File: config.mk
export PLATFORM = sky130hd
export DESIGN_NAME = harmony_voice_sched
export DESIGN_NICKNAME = d
export VERILOG_FILES = /design/src/rtl/harmony_voice_sched.sv
export SDC_FILE = /design/constraint.sdc
export NUM_CORES = 1
export LEC_CHECK = 0
export ABC_AREA = 1
export ABC_CLOCK_PERIOD_IN_PS = 5900
export CORE_MARGIN = 5
export CORE_UTILIZATION = 55
export CTS_CLUSTER_SIZE = 20
export DETAILED_ROUTE_END_ITERATION = 12
export PLACE_DENSITY_LB_ADDON = 0.3
export SYNTH_ARGS = -nofsm -noshare
export SYNTH_HDL_FRONTEND = slang
export SYNTH_SLANG_ARGS = --single-unit
export TNS_END_PERCENT = 5
File: constraint.sdc
create_clock -name i_clk -period 5.9 [get_ports i_clk]
set_input_delay 1.18 -clock i_clk [delete_from_list [all_inputs] [get_ports i_clk]]
set_output_delay 1.18 -clock i_clk [all_outputs]
set_load 0.01 [all_outputs]
File: src/rtl/harmony_voice_sched.sv
// harmony_voice_sched
// Shares one sine ROM among NUM_H harmonic voices. Each i_sample_tick starts
// a frame: one ROM read per voice (voice k steps at k x the fundamental), each
// return is gain-shifted and summed over the enabled voices, and the mixed
// sample is emitted with a one-cycle valid strobe.
//
// Ports
//   i_clk, i_rst       clock, asynchronous active-high reset
//   i_sample_tick      start-of-sample request pulse
//   i_fund_step        fundamental phase step (AW bits)
//   i_voice_en         bit k-1 enables voice k in the sum
//   i_voice_gain       [2k-1:2k-2] = gain code of voice k (shift 6 - code)
//   o_rom_en           ROM read strobe
//   o_rom_addr         ROM address
//   i_rom_data         ROM read data, ROM_LAT cycles after o_rom_en
//   o_sample           signed mixed sample (SW bits)
//   o_sample_valid     o_sample updated this cycle
//   o_busy             frame in progress
//   o_overrun          one-cycle pulse when a tick was dropped while busy
module harmony_voice_sched #(
    parameter int unsigned WIDTH   = 24,
    parameter int unsigned DEPTH   = 512,
    parameter int unsigned NUM_H   = 4,
    parameter int unsigned ROM_LAT = 1,
    localparam int unsigned AW     = $clog2(DEPTH),
    localparam int unsigned SW     = WIDTH + $clog2(NUM_H) + 1
) (
    input  logic                  i_clk,
    input  logic                  i_rst,
    input  logic                  i_sample_tick,
    input  logic [AW-1:0]         i_fund_step,
    input  logic [NUM_H-1:0]      i_voice_en,
    input  logic [2*NUM_H-1:0]    i_voice_gain,
    output logic                  o_rom_en,
    output logic [AW-1:0]         o_rom_addr,
    input  logic [WIDTH-1:0]      i_rom_data,
    output logic [SW-1:0]         o_sample,
    output logic                  o_sample_valid,
    output logic                  o_busy,
    output logic                  o_overrun
);

    localparam int unsigned IW = (NUM_H > 1) ? $clog2(NUM_H) : 1;
    localparam int unsigned MW = AW + IW + 1;

    typedef enum logic [1:0] {
        S_IDLE  = 2'd0,
        S_ISSUE = 2'd1,
        S_DRAIN = 2'd2,
        S_DONE  = 2'd3
    } state_t;

    state_t                    r_state;
    state_t                    w_next_state;

    logic [AW-1:0]             r_phase [NUM_H];
    logic [AW-1:0]             r_step;
    logic [NUM_H-1:0]          r_en;
    logic [2*NUM_H-1:0]        r_gain;
    logic [IW-1:0]             r_idx;

    logic [ROM_LAT:0]          r_tag_v;
    logic [IW-1:0]             r_tag_idx [ROM_LAT+1];

    logic signed [SW-1:0]      r_acc;

    logic                      r_rom_en;
    logic [AW-1:0]             r_rom_addr;
    logic [SW-1:0]             r_sample;
    logic                      r_sample_valid;
    logic                      r_busy;
    logic                      r_overrun;

    logic                      w_accept;
    logic                      w_ret_v;
    logic [IW-1:0]             w_ret_idx;
    logic                      w_last_ret;
    logic                      w_ret_en;
    logic [1:0]                w_ret_gain;
    logic [AW-1:0]             w_phase_inc;
    logic signed [SW-1:0]      w_data_ext;
    logic signed [SW-1:0]      w_term;
    logic signed [SW-1:0]      w_term_g;
    logic signed [SW-1:0]      w_acc_nxt;

    logic                      w_rom_en_d;
    logic [AW-1:0]             w_rom_addr_d;
    logic [SW-1:0]             w_sample_d;
    logic                      w_sample_valid_d;
    logic                      w_busy_d;
    logic                      w_overrun_d;

    // A tick starts a frame from IDLE or DONE; elsewhere it is an overrun.
    assign w_accept   = i_sample_tick && ((r_state == S_IDLE) || (r_state == S_DONE));

    // Return tag: voice index delayed by the ROM latency.
    assign w_ret_v    = r_tag_v[ROM_LAT];
    assign w_ret_idx  = r_tag_idx[ROM_LAT];
    assign w_last_ret = w_ret_v && (w_ret_idx == IW'(NUM_H - 1));

    // Phase increment for the voice being issued: (idx+1) * step, wrapped to AW bits.
    assign w_phase_inc = AW'(MW'(r_step) * (MW'(r_idx) + MW'(1)));

    // Enable and gain of the voice whose data is returning.
    always_comb begin
        w_ret_en   = 1'b0;
        w_ret_gain = 2'd0;
        for (int k = 0; k < NUM_H; k++) begin
            if (w_ret_idx == IW'(k)) begin
                w_ret_en   = r_en[k];
                w_ret_gain = r_gain[2*k +: 2];
            end
        end
    end

    // Gain: arithmetic right shift by (6 - code) after sign extension to SW.
    always_comb begin
        w_data_ext = SW'($signed(i_rom_data));
        w_term     = '0;
        case (w_ret_gain)
            2'd0:    w_term = w_data_ext >>> 6;
            2'd1:    w_term = w_data_ext >>> 5;
            2'd2:    w_term = w_data_ext >>> 4;
            default: w_term = w_data_ext >>> 3;
        endcase
        w_term_g  = (w_ret_v && w_ret_en) ? w_term : '0;
        w_acc_nxt = r_acc + w_term_g;
    end

    // FSM state register.
    always_ff @(posedge i_clk or posedge i_rst) begin
        if (i_rst) begin
            r_state <= S_IDLE;
        end else begin
            r_state <= w_next_state;
        end
    end

    // FSM next-state logic.
    always_comb begin
        w_next_state = r_state;
        case (r_state)
            S_IDLE: begin
                if (i_sample_tick) w_next_state = S_ISSUE;
            end
            S_ISSUE: begin
                if (r_idx == IW'(NUM_H - 1)) w_next_state = S_DRAIN;
            end
            S_DRAIN: begin
                if (w_last_ret) w_next_state = S_DONE;
            end
            S_DONE: begin
                w_next_state = i_sample_tick ? S_ISSUE : S_IDLE;
            end
            default: w_next_state = S_IDLE;
        endcase
    end

    // FSM output logic: next values of the registered outputs.
    always_comb begin
        w_rom_en_d       = 1'b0;
        w_rom_addr_d     = r_rom_addr;
        w_sample_valid_d = 1'b0;
        w_sample_d       = r_sample;
        w_busy_d         = (w_next_state != S_IDLE);
        w_overrun_d      = 1'b0;
        case (r_state)
            S_ISSUE: begin
                w_rom_en_d   = 1'b1;
                w_rom_addr_d = r_phase[r_idx];
                w_overrun_d  = i_sample_tick;
            end
            S_DRAIN: begin
                w_overrun_d = i_sample_tick;
                // Final return is folded in on the same edge that enters DONE.
                if (w_last_ret) begin
                    w_sample_valid_d = 1'b1;
                    w_sample_d       = w_acc_nxt;
                end
            end
            default: ;
        endcase
    end

    // Registered outputs.
    always_ff @(posedge i_clk or posedge i_rst) begin
        if (i_rst) begin
            r_rom_en       <= 1'b0;
            r_rom_addr     <= '0;
            r_sample       <= '0;
            r_sample_valid <= 1'b0;
            r_busy         <= 1'b0;
            r_overrun      <= 1'b0;
        end else begin
            r_rom_en       <= w_rom_en_d;
            r_rom_addr     <= w_rom_addr_d;
            r_sample       <= w_sample_d;
            r_sample_valid <= w_sample_valid_d;
            r_busy         <= w_busy_d;
            r_overrun      <= w_overrun_d;
        end
    end

    // Frame shadow registers and voice index.
    always_ff @(posedge i_clk or posedge i_rst) begin
        if (i_rst) begin
            r_step <= '0;
            r_en   <= '0;
            r_gain <= '0;
            r_idx  <= '0;
        end else if (w_accept) begin
            r_step <= i_fund_step;
            r_en   <= i_voice_en;
            r_gain <= i_voice_gain;
            r_idx  <= '0;
        end else if (r_state == S_ISSUE) begin
            r_idx  <= r_idx + IW'(1);
        end
    end

    // Voice phase accumulators, advanced once as each voice is issued.
    always_ff @(posedge i_clk or posedge i_rst) begin
        if (i_rst) begin
            for (int k = 0; k < NUM_H; k++) r_phase[k] <= '0;
        end else if (r_state == S_ISSUE) begin
            r_phase[r_idx] <= r_phase[r_idx] + w_phase_inc;
        end
    end

    // Tag pipeline: stage 0 aligns with o_rom_en, stage ROM_LAT with i_rom_data.
    always_ff @(posedge i_clk or posedge i_rst) begin
        if (i_rst) begin
            r_tag_v <= '0;
            for (int s = 0; s <= ROM_LAT; s++) r_tag_idx[s] <= '0;
        end else begin
            r_tag_v[0]   <= (r_state == S_ISSUE);
            r_tag_idx[0] <= r_idx;
            for (int s = 1; s <= ROM_LAT; s++) begin
                r_tag_v[s]   <= r_tag_v[s-1];
                r_tag_idx[s] <= r_tag_idx[s-1];
            end
        end
    end

    // Mix accumulator, cleared at frame start.
    always_ff @(posedge i_clk or posedge i_rst) begin
        if (i_rst) begin
            r_acc <= '0;
        end else if (w_accept) begin
            r_acc <= '0;
        end else if (w_ret_v) begin
            r_acc <= w_acc_nxt;
        end
    end

    assign o_rom_en       = r_rom_en;
    assign o_rom_addr     = r_rom_addr;
    assign o_sample       = r_sample;
    assign o_sample_valid = r_sample_valid;
    assign o_busy         = r_busy;
    assign o_overrun      = r_overrun;

endmodule

==> results of run 1 <==
==> report_power, final <==
part / switching (mW) / internal, mW / total, mW
sequential: 0.236 / 1.28 / 1.52
clock: 0.393 / 0.678 / 1.07
combinational: 2.22 / 1.27 / 3.50
total: 2.85 / 3.23 / 6.09
==> routing by layer <==
metal,global-route usage [%],vias to the layer above,share of wire (%)
li1,-,4094,-
met1,34.52,3788,44
met2,44.50,224,48
met3,4.552,55,5.0
met4,10.69,0,3.3
met5,0,-,0
==> cells by family after synthesis <==
kind of cell    share of synthesized area [%]
flops                                   37.96
xor+xnor                               0.9991
buf+inv                                 8.591
compound gates                          8.292
simple gates                            34.68
fa+ha+maj                               9.476
==> placed cells by master, fill, tap and decap left out, drive strengths merged, types with 2 or more instances in the layout <==
cell type,synthesis,routed
fa,14,14
or2,24,24
buf,17,6
nand3,120,120
a21oi,29,29
nand2,483,483
a211oi,2,2
nor3,6,6
clkinv,0,3
clkbuf,18,25
o21ai,90,90
nand3b,8,8
clkinvlp,0,2
dfrtp,133,133
nand4,14,14
inv,155,155
nor2,63,63
xnor2,9,9
and2,2,2
clkdlybuf4s50,0,84
bufinv,0,2
o21bai,4,4
ha,44,44
o22ai,8,8
==> path summary, 6_finish.rpt <==
kind	startpoint	end	slack (ns)	depth (start not counted)
max	r_idx[1]$_DFFE_PP0P_	r_phase[16]$_DFFE_PP0P_	1.78	15
min	r_tag_idx[3]$_DFF_PP0_	w_ret_idx[1]$_DFF_PP0_	0.35	0
max reg2reg	r_idx[1]$_DFFE_PP0P_	r_phase[16]$_DFFE_PP0P_	1.78	15
min reg2reg	r_tag_idx[3]$_DFF_PP0_	w_ret_idx[1]$_DFF_PP0_	0.35	0
max in group asynchronous	i_rst	r_acc[10]$_DFFE_PP0P_	3.60	3
min in group asynchronous	i_rst	r_phase[27]$_DFFE_PP0P_	1.34	2
==> state kept, by name, indices dropped and copies added (netlist names), 4 cells and up <==
signal / flops
r_phase: 36
o_sample: 27
r_acc: 27
o_rom_addr: 9
r_step: 9
r_gain: 8
r_en: 4
==> through the flow <==
stage               setup WS [ns]  util (%)  cell area, µm²
finish                      1.782     65.73           10370
global route                1.460     65.73           10370
CTS                         1.778     65.73           10370
detailed placement          1.857     61.93            9767
global placement            1.901     61.93            9767
floorplan                   1.166         -            8767
==> cell type report <==
class	count	area share (%)
Multi-Input combinational cell	925	45.30
Sequential cell	133	32.11
Timing Repair Buffer	90	8.546
Inverter	155	5.661
Clock buffer	25	4.876
Tap cell	216	2.607
Clock inverter	7	0.9052
==> critical path, delay by kind of cell, from the launching register on <==
kind / cells / cell delay, ns
fa+ha+maj: 4 / 2.08
simple gates: 8 / 0.69
flops: 1 / 0.64
buf+inv: 2 / 0.43
compound gates: 1 / 0.15
==> results.cfg, run 1 <==
[status]
status = finished clean

[drt]
drt_iter0_markers = 653
drcViolationCount = 0
route.vias.total = 8161
drt-wirelength-per-cell_um = 14.98
postRouteWirelength_um = 23230
antenna_left = 0
drt-pass1-iter-count = 5
drt-vias-per-instance = 5.262

[finish]
post_route_cells_drive_above_1_share_pct = 5.468
final-seq-area_mm2 = 0.003328
areaGrowthSynthToFinish_pct = 18.24
multi_input_comb_area_mm2 = 0.004696
nFillCells = 1426
finalNetCount = 1428
final_cell_count_no_fill = 1551
num_antenna_cells = 0

[die]
die_x_extent_um = 136.3
floorplan.core_area_mm2 = 0.01577
top_level_ports = 88
initial_core_util_pct = 55.59
chipHeight_um = 136.3
fp.dieArea_mm2 = 0.01857
placement_rows = 46

[flow_run]
maxCapViolCount = 0

[hold_path]
holdCritPathClass = reg -> reg

[logic_synthesis]
synth_top_area_share_pct = 37.96
yosys_register_bits = 133
ys.flop_type = dfrtp_1
yosysWarnings = 0
synthesis.area_mm2 = 0.008767
synth.yosys.seq_area_share_pct = 37.96
number_of_flops_mapped_to_enable_cells_by_yosys = 0
synth_cells = 1248
netlist_top_cells_count = 479 x nand2_1, 147 x inv_1, 133 x dfrtp_1
yosys-top-cells-area = dfrtp_1 38%, nand2_1 21%, nand3_1 6.8%
synth_top_cell_by_area = dfrtp_1
synthArstFlopShare_pct = 100.0
top_count_cell_post_synth = nand2_1
synth.avg_cell_area_um2 = 7.025
synth.net_count = 1354
ys_types = 39

[critical_path]
critical_path.startpoint_type = flip-flop
worstSetupPathType = reg -> reg
arrival_ns = 4.43
worstPathMaxFanout = 13
max_stage_delay_ns = 0.64
cp_slowest_cell = dfrtp_1
cp-end-kind = flip-flop
crit_top_cell = nand2_1
timing.critical_path.cells = inv_1, ha_1, nand2_1, fa_1, fa_1, inv_1, fa_1, nand3_1, nand2_1, nand2_1, nand2_1, a21oi_1, nand2_1, nand3_1, nand2_1
timing.critical_path.required_ns = 6.21

[timing]
hold_violations = 0
transition_time_of_the_tightest_slew_check_pin_ns = 1.066
setup-tns-final_ns = 0
hold-worst-slack_ns = 0.3487
grt_setup_unrepaired = no
final.period_utilization_pct = 69.79
relSlewSlack_pct = 28.86
setup-violations-final = 0
fin_skew_ns = 0.009876
timing.final.crit_period_ns = 4.118
fmax_ghz = 0.2428
drv_slew = 0

[place]
numPortBuffers = 84
routabilityCongestion = 0.9774
hpwlAfterDp_um = 17000
numPlacedInstances = 1519

[global_route]
grt_util_all_layers_pct = 26.64
antenna_found_initial = 0
global_route_wire_length_before_repair_um = 39150
grt_pass1_vias = 8127
grt_start_max_net_pins = 104
overflow = 0

[clock_tree]
cts.htree.levels = 4
cts.root.buffer_cell = clkbuf_16
cts_hold_buf = 0
ctsLongestPathBuffers = 2
tritoncts = done
clock_latency_ns = 0.42
cts.reportedPaths.clkPinSlew_ns = 0.06
post-cts-setup-buffers = 0
cts_buffers = 17
tritoncts_num_sinks = 133
post_cts_resize_count = 0

[pwr]
total_leakage_power_nw = 5.590
vdd.ir_drop.worst_uv = 444.4
total_power_mw = 6.086
p_per_area_mw_per_mm2 = 587.1
(Power assumes the default switching activity.)
==> inputs of run 2 (changes only) <==
--- a/config.mk
+++ b/config.mk
@@ -6,7 +6,7 @@
 export NUM_CORES = 1
 export LEC_CHECK = 0
 export ABC_AREA = 1
-export ABC_CLOCK_PERIOD_IN_PS = 5900
+export ABC_CLOCK_PERIOD_IN_PS = 4100
 export CORE_MARGIN = 5
 export CORE_UTILIZATION = 55
 export CTS_CLUSTER_SIZE = 20
==> constraint.sdc (replaced) <==
create_clock -name i_clk -period 4.1 [get_ports i_clk]
set_input_delay 0.82 -clock i_clk [delete_from_list [all_inputs] [get_ports i_clk]]
set_output_delay 0.82 -clock i_clk [all_outputs]
set_load 0.01 [all_outputs]
==> run 2 against run 1 <==
  * Combinational power rose by 47%
  * Final area rose by 1.4%
  * Maximum frequency rose by 13%
  * Global-route usage fell by 0.071 points
  * Total power rose by 49%
  * Routed wire length fell by 0.31%
  * Critical endpoint is now o_sample[16]$_DFFE_PP0P_
  * Largest cell class unchanged
  * Highest routed layer unchanged
==> results.cfg, run 2 (same netlist as run 1, synthesis figures left out) <==
[status]
status = finished clean

[pwr]
switchingPower_mw = 4.142
pwr-share-seq_pct = 23.9
total_leakage_power_nw = 5.669
vdd.ir_drop.worst_uv = 633.2
internal_power_mw = 4.942
power.switching_fraction_pct = 45.60
p_comb_share_pct = 56.8
p_per_area_mw_per_mm2 = 864.3
total_power_mw = 9.084
share_clk_of_total_power_pct = 19.2

[drt]
drcViolationCount = 0
antenna_left = 0
drt_iter0_markers = 668
drt-wirelength-per-cell_um = 14.86
postRouteWirelength_um = 23160
route.vias.total = 8280
drt-pass1-iter-count = 5
drt-vias-per-instance = 5.311

[timing]
hold_violations = 0
grt_setup_unrepaired = no
hold-worst-slack_ns = 0.3634
final.period_utilization_pct = 88.52
relSlewSlack_pct = 53.99
finalWorstSetupSlack_ns = 0.4705
transition_time_of_the_tightest_slew_check_pin_ns = 0.6902
timing.final.crit_period_ns = 3.629
drv_slew = 0
fmax_ghz = 0.2755
setup-violations-final = 0
setup-tns-final_ns = 0
fin_skew_ns = 0.008280

[finish]
num_antenna_cells = 0
finalNetCount = 1436
layout_common_cells = 479 x nand2_1, 146 x inv_1, 133 x dfrtp_1
layout_commonest_cell = nand2_1
layout.core_utilization_pct = 66.65
post_route_cells_drive_above_1_share_pct = 5.882
areaGrowthSynthToFinish_pct = 19.89
final_cell_count_no_fill = 1559
top_register = r_phase
flip_flop_count_of_the_largest_register_after_layout = 36
fin_area_mm2 = 0.01051

[global_route]
grt_start_max_net_pins = 134
antenna_found_initial = 0
overflow = 0
global_route_wire_length_before_repair_um = 39410
grt_util_all_layers_pct = 26.57
grt_pass1_vias = 8207

[critical_path]
arrival_ns = 3.94
worstSetupPathType = reg -> reg
cp_num_buf_inv = 4
max_stage_delay_ns = 0.47
cp-end-kind = flip-flop
worstPathMaxFanout = 22
cp_slowest_cell = dfrtp_1
timing.critical_path.cells = nand2_2, inv_2, nand2_2, nand4_4, nand2_4, or2_0, nand3_1, inv_1, ha_1, inv_1, fa_1, inv_1, nand3_1, nand3_1, nand2_1, nand2_1, nand4_1, nand2_1, nand2_1, nand3_1, nand2_1
crit_top_cell = nand2_1
timing.critical_path.required_ns = 4.41
r2r_start = w_ret_idx[1]$_DFF_PP0_
timing.critical_path.from = w_ret_idx[1]$_DFF_PP0_
cell_class_contributing_the_biggest_share_of_worst_path_delay = simple AND/OR/NAND/NOR gates
critical_path.startpoint_type = flip-flop

[flow_run]
maxCapViolCount = 0

[clock_tree]
post-cts-setup-buffers = 0
cts.reportedPaths.clkPinSlew_ns = 0.06
cts_buffers = 17
tritoncts_num_sinks = 133
cts.htree.levels = 4
post_cts_resize_count = 0
cts_hold_buf = 0
tritoncts = done
ctsLongestPathBuffers = 2
cts.root.buffer_cell = clkbuf_16
clock_latency_ns = 0.42

[place]
placement.setup.worst_slack_ns = 0.5053
routabilityCongestion = 0.9274
placement.cell_area_mm2 = 0.009836
numPlacedInstances = 1527
hpwlAfterDp_um = 16870
numPortBuffers = 84

[die]
top_level_ports = 88
floorplan.core_area_mm2 = 0.01577
chipHeight_um = 136.3
initial_core_util_pct = 55.59
placement_rows = 46
die_x_extent_um = 136.3
fp.dieArea_mm2 = 0.01857

[hold_path]
worst_hold_startpoint = r_tag_idx[3]$_DFF_PP0_
holdCritPathClass = reg -> reg
==> run 2: power groups by stage <==
stage	combinational [mW]	sequential (mW)	clock, mW
floorplan	3.62	2.19	0
global placement	4.96	2.17	0
detailed placement	5.09	2.18	0
CTS	5.15	2.17	1.77
global route	5.87	2.24	1.83
finish	5.16	2.18	1.75
==> run 2: path summary, 6_finish.rpt <==
path	to	slack, ns	cells after the start
max in group asynchronous	o_sample[16]$_DFFE_PP0P_	2.62	3
min	w_ret_idx[1]$_DFF_PP0_	0.36	0
max	o_sample[16]$_DFFE_PP0P_	0.47	21
min in group asynchronous	r_state[0]$_DFF_PP0_	0.97	3
max reg2reg	o_sample[16]$_DFFE_PP0P_	0.47	21
min reg2reg	w_ret_idx[1]$_DFF_PP0_	0.36	0
==> run 2: final cells by class <==
type	instances	area (µm²)
multi-input combinational	925	4693
clock buffer	24	481.7
clock inverter	8	193.9
fill	1352	5259
tap	216	270.3
timing repair buffer	98	958.4
sequential	133	3328
inverter	155	585.6
==> run 2: routing by layer <==
layer	share of wire, %	vias up	wire length, µm	track usage, %
li1	-	4126	-	-
met2	49	250	11320	45.07
met3	5.0	53	1148	4.848
met5	0	-	0	0
met4	2.6	0	597	9.462
met1	44	3851	10100	34.13
==> run 2: worst reg2reg max path, stage by stage, from the launching register on <==
cell and delay (ns):
dfrtp_1 0.47, nand2_2 0.14, inv_2 0.06, nand2_2 0.08
nand4_4 0.30, nand2_4 0.29, or2_0 0.14, nand3_1 0.09
inv_1 0.11, ha_1 0.20, inv_1 0.07, fa_1 0.41
inv_1 0.14, nand3_1 0.08, nand3_1 0.24, nand2_1 0.09
nand2_1 0.18, nand4_1 0.16, nand2_1 0.09, nand2_1 0.07
nand3_1 0.07, nand2_1 0.05
==> inputs of run 3 (changes only) <==
--- a/config.mk
+++ b/config.mk
@@ -7,11 +7,13 @@
 export LEC_CHECK = 0
 export ABC_AREA = 1
 export ABC_CLOCK_PERIOD_IN_PS = 4100
+export CAP_MARGIN = 20
 export CORE_MARGIN = 5
 export CORE_UTILIZATION = 55
 export CTS_CLUSTER_SIZE = 20
 export DETAILED_ROUTE_END_ITERATION = 12
 export PLACE_DENSITY_LB_ADDON = 0.3
+export SLEW_MARGIN = 40
 export SYNTH_ARGS = -nofsm -noshare
 export SYNTH_HDL_FRONTEND = slang
 export SYNTH_SLANG_ARGS = --single-unit
==> constraint.sdc (replaced) <==
create_clock -name i_clk -period 4.1 [get_ports i_clk]
set_input_delay 0.41 -clock i_clk [delete_from_list [all_inputs] [get_ports i_clk]]
set_output_delay 0.41 -clock i_clk [all_outputs]
set_load 0.01 [all_outputs]
==> run 3 against run 2 <==
  * Core utilization shrank 0.29 points
  * Critical path depth unchanged
  * Highest routed layer unchanged
  * Non-clock buffer count stayed put
  * Routed wire length hardly changed
  * Largest power group unchanged
  * First-iteration DRC count increased by 6.3%
==> results.cfg, run 3 (same netlist as run 1, synthesis figures left out) <==
[drt]
route.vias.total = 8284
drt-vias-per-instance = 5.314
drcViolationCount = 0
drt-wirelength-per-cell_um = 14.87
postRouteWirelength_um = 23180
drt_iter0_markers = 710
drt-pass1-iter-count = 5
antenna_left = 0

[die]
floorplan.core_area_mm2 = 0.01577
placement_rows = 46
initial_core_util_pct = 55.59
chipHeight_um = 136.3
fp.dieArea_mm2 = 0.01857
die_x_extent_um = 136.3
top_level_ports = 88

[status]
status = finished clean

[critical_path]
timing.critical_path.cells = nand2_2, inv_2, nand2_2, nand4_4, nand2_4, or2_0, nand3_1, inv_1, ha_1, inv_1, fa_1, inv_1, nand3_1, nand3_1, nand2_1, nand2_1, nand2_1, nand3_1, nand2_1, nand3_1, nand2_1
worstSetupPathType = reg -> reg
critical_path.startpoint_type = flip-flop
arrival_ns = 4.00
worstPathMaxFanout = 22
cell_class_contributing_the_biggest_share_of_worst_path_delay = simple AND/OR/NAND/NOR gates
regToRegSetupSlack_ns = 0.41
max_stage_delay_ns = 0.47
timing.critical_path.required_ns = 4.41
cp_num_buf_inv = 4
cp_slowest_cell = dfrtp_1
cp-end-kind = flip-flop

[timing]
hold-worst-slack_ns = 0.3466
setup-tns-final_ns = 0
relSlewSlack_pct = 57.59
timing.final.crit_period_ns = 3.693
final.period_utilization_pct = 90.08
grt_setup_unrepaired = no
hold_violations = 0
finalWorstSetupSlack_ns = 0.4069
drv_slew = 0
setup-violations-final = 0
fin_skew_ns = 0.008073
fmax_ghz = 0.2708
transition_time_of_the_tightest_slew_check_pin_ns = 0.6362

[clock_tree]
cts.reportedPaths.clkPinSlew_ns = 0.06
post_cts_resize_count = 0
cts.root.buffer_cell = clkbuf_16
tritoncts_num_sinks = 133
clock_latency_ns = 0.42
cts_hold_buf = 0
ctsLongestPathBuffers = 2
cts.htree.levels = 4
cts_buffers = 17
tritoncts = done
post-cts-setup-buffers = 0

[finish]
post_route_cells_drive_above_1_share_pct = 5.882
num_antenna_cells = 0
areaGrowthSynthToFinish_pct = 19.37
finalNetCount = 1436
layout_common_cells = 479 x nand2_1, 146 x inv_1, 133 x dfrtp_1
top_register = r_phase
flip_flop_count_of_the_largest_register_after_layout = 36
layout_commonest_cell = nand2_1

[place]
hpwlAfterDp_um = 17130
routabilityCongestion = 0.9283
numPortBuffers = 84
placement.setup.worst_slack_ns = 0.5261

[global_route]
global_route_wire_length_before_repair_um = 38720
antenna_found_initial = 0
overflow = 0
grt_start_max_net_pins = 91
grt_pass1_vias = 8096
grt_util_all_layers_pct = 26.26

[pwr]
p_per_area_mw_per_mm2 = 855.5
total_power_mw = 8.953
vdd.ir_drop.worst_uv = 704.7
total_leakage_power_nw = 5.641

[flow_run]
maxCapViolCount = 0

[hold_path]
holdCritPathClass = reg -> reg
==> run 3: worst register-to-register path, cell delays in order, from the launching register on <==
cell and delay (ns):
dfrtp_1 0.47, nand2_2 0.14, inv_2 0.06, nand2_2 0.07, nand4_4 0.30, nand2_4 0.30
or2_0 0.14, nand3_1 0.08, inv_1 0.13, ha_1 0.21, inv_1 0.06, fa_1 0.40
inv_1 0.14, nand3_1 0.10, nand3_1 0.26, nand2_1 0.09, nand2_1 0.19, nand2_1 0.14
nand3_1 0.10, nand2_1 0.06, nand3_1 0.07, nand2_1 0.06
==> run 3: layout make-up <==
| cell class | instances | area, µm² |
|---|---|---|
| clock buffer | 25 | 495.5 |
| clock inverter | 7 | 142.6 |
| fill | 1367 | 5305 |
| inverter | 155 | 589.3 |
| multi-input combinational | 925 | 4693 |
| sequential | 133 | 3328 |
| tap | 216 | 270.3 |
| timing repair buffer | 98 | 945.9 |
==> run 3: layer usage <==
metal / share of wire [%] / wire length, µm / GRT usage [%]
met1: 44 / 10230 / 34.01
met2: 48 / 11190 / 44.06
met3: 4.5 / 1033 / 4.404
met4: 3.1 / 729 / 10.30
met5: 0 / 0 / 0
==> run 3: stage by stage <==
stage | util [%] | instances | instance area, µm²
global route | 66.36 | 1559 | 10470
global placement | 62.30 | 1527 | 9824
CTS | 66.34 | 1559 | 10460
finish | 66.36 | 1559 | 10470
detailed placement | 62.30 | 1527 | 9824
floorplan | - | 1248 | 8767
==> run 3: power breakdown <==
part	leakage (nW)	total, mW	internal, mW	switching [mW]
Clock	0.300	1.65	1.08	0.562
Combinational	3.72	5.13	1.90	3.24
Sequential	1.62	2.18	1.85	0.331
Total	5.64	8.95	4.82	4.13
==> run 3: final timing paths <==
path                                   startpoint                        to  cells after the start
max                        w_ret_idx[1]$_DFF_PP0_  o_sample[24]$_DFFE_PP0P_                     21
min                        r_tag_idx[2]$_DFF_PP0_    w_ret_idx[0]$_DFF_PP0_                      0
max reg2reg                w_ret_idx[1]$_DFF_PP0_  o_sample[24]$_DFFE_PP0P_                     21
min reg2reg                r_tag_idx[2]$_DFF_PP0_    w_ret_idx[0]$_DFF_PP0_                      0
max in group asynchronous                   i_rst     r_acc[10]$_DFFE_PP0P_                      3
min in group asynchronous                   i_rst    r_phase[1]$_DFFE_PP0P_                      2
